### config.mk
export PLATFORM = sky130hd
export DESIGN_NAME = aes_dec_ctrl
export DESIGN_NICKNAME = d
export VERILOG_FILES = /design/src/rtl/aes_dec_ctrl.sv
export SDC_FILE = /design/constraint.sdc
export NUM_CORES = 1
export LEC_CHECK = 0
export ABC_AREA = 1
export CAP_MARGIN = 10
export CORE_AREA = 3 3 350 352
export CTS_BUF_LIST = sky130_fd_sc_hd__clkbuf_8
export DETAILED_ROUTE_END_ITERATION = 8
export DIE_AREA = 0 0 353 355
export GPL_TIMING_DRIVEN = 0
export PLACE_DENSITY = 0.43
export SYNTH_ARGS = -nofsm -noshare
export SYNTH_HDL_FRONTEND = slang
export SYNTH_SLANG_ARGS = --single-unit
### constraint.sdc
create_clock -name Clk -period 12.03 [get_ports Clk]
set_clock_uncertainty 0.05 [all_clocks]
set_input_delay 3.609 -clock Clk [delete_from_list [all_inputs] [get_ports Clk]]
set_output_delay 3.609 -clock Clk [all_outputs]
set_load 0.005 [all_outputs]
### src/rtl/aes_dec_ctrl.sv
// rtl/aes_dec_ctrl.sv - AES-128 inverse-cipher sequencer driving external AddRoundKey/ShiftRows/SubBytes/MixColumns units
module aes_dec_ctrl #(
   parameter int STEP_TIMEOUT = 64
) (
   input  logic         Clk,
   input  logic         Rst,
   input  logic         Start,
   input  logic [127:0] Cipher_Text,
   output logic [3:0]   Key_Sel,
   output logic [127:0] State_Text,
   output logic         Add_En,
   output logic         Shift_En,
   output logic         Sub_En,
   output logic         Mix_En,
   input  logic         Add_Ry,
   input  logic         Shift_Ry,
   input  logic         Sub_Ry,
   input  logic         Mix_Ry,
   input  logic [127:0] Add_Text,
   input  logic [127:0] Shift_Text,
   input  logic [127:0] Sub_Text,
   input  logic [127:0] Mix_Text,
   output logic [127:0] Plain_Text,
   output logic         Busy,
   output logic         Done,
   output logic         Error
);
   localparam int CW = $clog2(STEP_TIMEOUT + 1);

   typedef enum logic [2:0] {IDLE, ADD, SHIFT, SUB, MIX, FIN} state_t;

   state_t         state, state_nxt;
   logic [3:0]     round, round_nxt;
   logic [CW-1:0]  wait_cnt;
   logic           step, sel_ry, go, tmo, accept;
   logic [127:0]   sel_text;

   assign Key_Sel  = round;
   assign Add_En   = (state == ADD);
   assign Shift_En = (state == SHIFT);
   assign Sub_En   = (state == SUB);
   assign Mix_En   = (state == MIX);

   assign step   = Add_En | Shift_En | Sub_En | Mix_En;
   // wait_cnt is zero only in the entry cycle of a step, so ready is ignored there
   assign go     = step && (wait_cnt != '0) && sel_ry;
   assign tmo    = step && !go && (wait_cnt == CW'(STEP_TIMEOUT - 1));
   // Done still high means the previous block just finished: a Start here is not a fresh request
   assign accept = (state == IDLE) && Start && !Done;

   always_comb begin
      sel_ry   = 1'b0;
      sel_text = State_Text;
      case (state)
         ADD:     begin sel_ry = Add_Ry;   sel_text = Add_Text;   end
         SHIFT:   begin sel_ry = Shift_Ry; sel_text = Shift_Text; end
         SUB:     begin sel_ry = Sub_Ry;   sel_text = Sub_Text;   end
         MIX:     begin sel_ry = Mix_Ry;   sel_text = Mix_Text;   end
         default: ;
      endcase
   end

   always_comb begin
      state_nxt = state;
      round_nxt = round;
      case (state)
         IDLE: if (accept) begin
            state_nxt = ADD;
            round_nxt = 4'd10;
         end
         ADD: if (go) begin
            if (round == 4'd10) begin
               state_nxt = SHIFT;
               round_nxt = 4'd9;
            end else if (round == 4'd0) begin
               state_nxt = FIN;
            end else begin
               state_nxt = MIX;
            end
         end
         SHIFT: if (go) state_nxt = SUB;
         SUB:   if (go) state_nxt = ADD;
         MIX: if (go) begin
            state_nxt = SHIFT;
            round_nxt = round - 4'd1;
         end
         FIN:     state_nxt = IDLE;
         default: state_nxt = IDLE;
      endcase
      if (tmo) state_nxt = IDLE;
   end

   always_ff @(posedge Clk or posedge Rst) begin
      if (Rst) begin
         state      <= IDLE;
         round      <= '0;
         wait_cnt   <= '0;
         State_Text <= '0;
         Plain_Text <= '0;
         Busy       <= 1'b0;
         Done       <= 1'b0;
         Error      <= 1'b0;
      end else begin
         state <= state_nxt;
         round <= round_nxt;
         Done  <= 1'b0;
         Error <= 1'b0;
         if (!step || go || tmo) wait_cnt <= '0;
         else                    wait_cnt <= wait_cnt + CW'(1);
         if (accept) begin
            State_Text <= Cipher_Text;
            Busy       <= 1'b1;
         end
         if (go) State_Text <= sel_text;
         if (tmo) begin
            Error <= 1'b1;
            Busy  <= 1'b0;
         end
         if (state == FIN) begin
            Plain_Text <= State_Text;
            Done       <= 1'b1;
            Busy       <= 1'b0;
         end
      end
   end
endmodule

==> summary.txt <==
Status
  • Outcome: finished clean

Setup path
  • WS Path Type: reg2out
  • Startpoint Class: register
  • Worst EP required: 8370 ps
  • Crit Path Max Fanout: 10
  • Critical Path AT: roughly 4000 ps
  • Worst setup path start: state[2]
  • Crit. End Element: output port
  • FF-to-FF Start: state[0]

Placed design
  • Setup WS pre-CTS: approximately 4700 ps
  • IO buf count: 913
  • HPWL Detailed: 116600 um
  • Routability cong.: 0.9113
  • Cell area after placement: approximately 0.026 mm2
  • Placed Cells: roughly 4700

Route
  • Routed wire length: 139600 um
  • Antenna viol nets, final: 0
  • Initial drt markers: 1563
  • Vias post-DR: 19978
  • Drc violations: 0
  • Drt pass-1 iters: 7
  • Routed len/inst: 28.76 um
  • Vias per cell: a little over 4

STA
  • Final Hold Vio Count: 0
  • Setup ws final: 4262 ps
  • Slew of the pin with the lowest slew margin: about 1300 ps
  • Highest clock rate: 128.7 MHz
  • RSZ-0062 raised after global routing: no
  • # setup viols final: 0
  • Slew HR: a little over an eighth
  • Max Slew Vio Count: 0
  • Final period util: 64.57%
  • Fin crit period: a little under 8000 ps

CTS
  • Reg clk slew, reported paths: 60 ps
  • Post-CTS Hold Fix Bufs: 0
  • CTS root buf: clkbuf_8
  • Htree depth: 2
  • CTS tree: built
  • Skew-Pair Late Insertion Delay: 680 ps
  • Post-CTS Setup Bufs: 0
  • TritonCTS Buffers: 56
  • CTS max path bufs: 3
  • Resized cells post-CTS: 0
  • Clock sink total: between 200 and 300

Layout
  • Nets: 3840
  • Commonest cells after routing, fill and taps aside: nand2_1 (1045), clkdlybuf4s50_1 (913), dfrtp_1 (273), nand3_1 (249), nand4_1 (116)
  • Leading cell type in the layout, fill and taps excluded: nand2_1
  • Layout cells sized above 1: 5.076%
  • Final Cell Area: ~0.028 mm2
  • # fillers: between 10000 and 15000
  • Layout area overhead: 81.95%
  • Final non-filler cell total: just under 5000

Synth
  • Cell variety after synth: 24
  • Warnings from Yosys: 0
  • Syn Nets: 2863
  • Sequential element share of the synthesized area: 45.02%
  • Syn Area/Cell: 6.861 um2
  • Post-synthesis sequential element count: ~270
  • Post-synthesis cell area: 0.01518 mm2
  • Gate Count Post-Synth: 2212

Pwr
  • Lkg Pwr: 11.95 nW
  • Seq pwr share: 25.9%
  • PD cells: 246.1 mW/mm2
  • Share of total power in the clock network: ~15%
  • Comb pwr share: 59.1%
  • Internal power: between 3 and 4 mW
  • Switching share of power: 49.67%
  • Peak supply drop: 0.07782 mV
  • Switching power: 3.376 mW

Run
  • Number of max-cap violations: 0

GRT
  • All-Layer GR Usage: 21.43%
  • Initial antenna violation count: 53
  • Largest net degree at the start of global routing: 102
  • Grt ovf: 0
  • First-pass GRT wire length: 182500 um
  • Vias in the first global route: 20279

Floorplanning
  • I/O pins: 914
  • Chip Width: 353 um
  • # rows: between 100 and 150
  • Core Region: 0.1197 mm2
  • Initial core utilization: 12.68%
  • Die Y: 355 um
  • Die ar.: 0.1253 mm2

Hold path
  • Worst Hold Launch: Plain_Text[63]
  • Hold Crit Class: reg2reg
routing by layer:
layer	vias to the layer above	part of all wire [%]	wire length, um	global-route usage [%]
met5	-	0.075	105	0
met4	16	2.8	3880	5.422
met3	194	7.3	10120	5.376
met2	978	48	67160	36.79
met1	9619	42	58290	26.76
li1	9171	-	-	-
final cells by class:
class / instances / area (um2) / area share [%]
repair buffers: 919 / 9254 / 33.51
multi-input cells: 1685 / 7307 / 26.46
flip-flops and latches: 273 / 6832 / 24.74
clock inverters: 29 / 150.1 / 0.5437
plain buffers: 162 / 698.2 / 2.528
clock buffers: 71 / 977.2 / 3.539
diodes: 10 / 25.02 / 0.09062
well taps: 1612 / 2017 / 7.304
inverters: 92 / 352.8 / 1.278
power by group through the flow:
stage          registers, mW  clock network [mW]  logic, mW
2_1_floorplan           1.66                   0       1.52
3_3_place_gp            1.77                   0       4.06
3_5_place_dp            1.77                   0       4.08
4_1_cts                 1.76                1.06       4.10
5_1_grt                 1.81                1.09       4.33
6_report                1.76                1.02       4.01
worst max-delay path, stage by stage (launching register included):
cell,delay [ps]
dfrtp_1,440
inv_2,140
nand2_1,180
nor2_2,490
buf_2,780
buf_2,710
clkdlybuf4s50_1,640
final timing paths:
| kind | depth (start not counted) | slack, ps | end |
|---|---|---|---|
| hold reg to reg | 2 | 420 | Plain_Text[63] |
| setup reg to reg | 9 | 8070 | State_Text[14] |
| hold / removal | 2 | 420 | Plain_Text[63] |
| max in group asynchronous | 3 | 7340 | Plain_Text[62] |
| setup / recovery | 6 | 4260 | Shift_En |
| min in group asynchronous | 2 | 3420 | State_Text[31] |
state kept, by name, indices dropped and copies added (netlist names):
| name | cells |
|---|---|
| Busy | 1 |
| Done | 1 |
| Error | 1 |
| Key_Sel | 4 |
| Plain_Text | 128 |
| State_Text | 128 |
| state | 3 |
| wait_cnt | 7 |
logic make-up after synthesis:
kind of cell,synth area share (%)
AOI/OAI and AO/OA,6.365
adders and majority gates,0.3298
buffers and inverters,6.868
DFF,45.02
and+or+nand+nor,41.19
xor gates and xnor gates,0.2309
Yosys cell counts:
library cell	n	share of area, %
buf_1	16	0.40
nor3_1	3	0.099
ha_1	4	0.33
nand2_2	2	0.082
inv_2	5	0.12
or2_1	1	0.041
xnor2_1	1	0.058
a21oi_1	41	1.4
o211ai_1	1	0.049
o21ai_1	7	0.23
a21oi_2	1	0.058
nand4_1	116	4.8
a31oi_1	65	2.7
inv_1	87	2.2
buf_4	2	0.099
clkbuf_1	79	2.0
o21ai_0	59	1.9
dfrtp_1	273	45
nand2_1	1045	26
o21bai_1	1	0.049
buf_2	65	2.1
xor2_1	3	0.17
nor2_1	86	2.1
nand3_1	249	8.2
stage by stage:
| stage | hold WS (ps) | power (mW) | TNS, ps | util, % |
|---|---|---|---|---|
| finish | 416.4 | 6.796 | 0 | 23.08 |
| global route | 430.3 | 7.237 | 0 | 23.06 |
| CTS | 420.8 | 6.920 | 0 | 23.06 |
| detailed placement | 407.1 | 5.846 | 0 | 22.11 |
| global placement | 404.7 | 5.827 | -1096580 | 22.01 |
| floorplan | 404.7 | 3.176 | 0 | - |
Power figures use the tool's default switching activity.
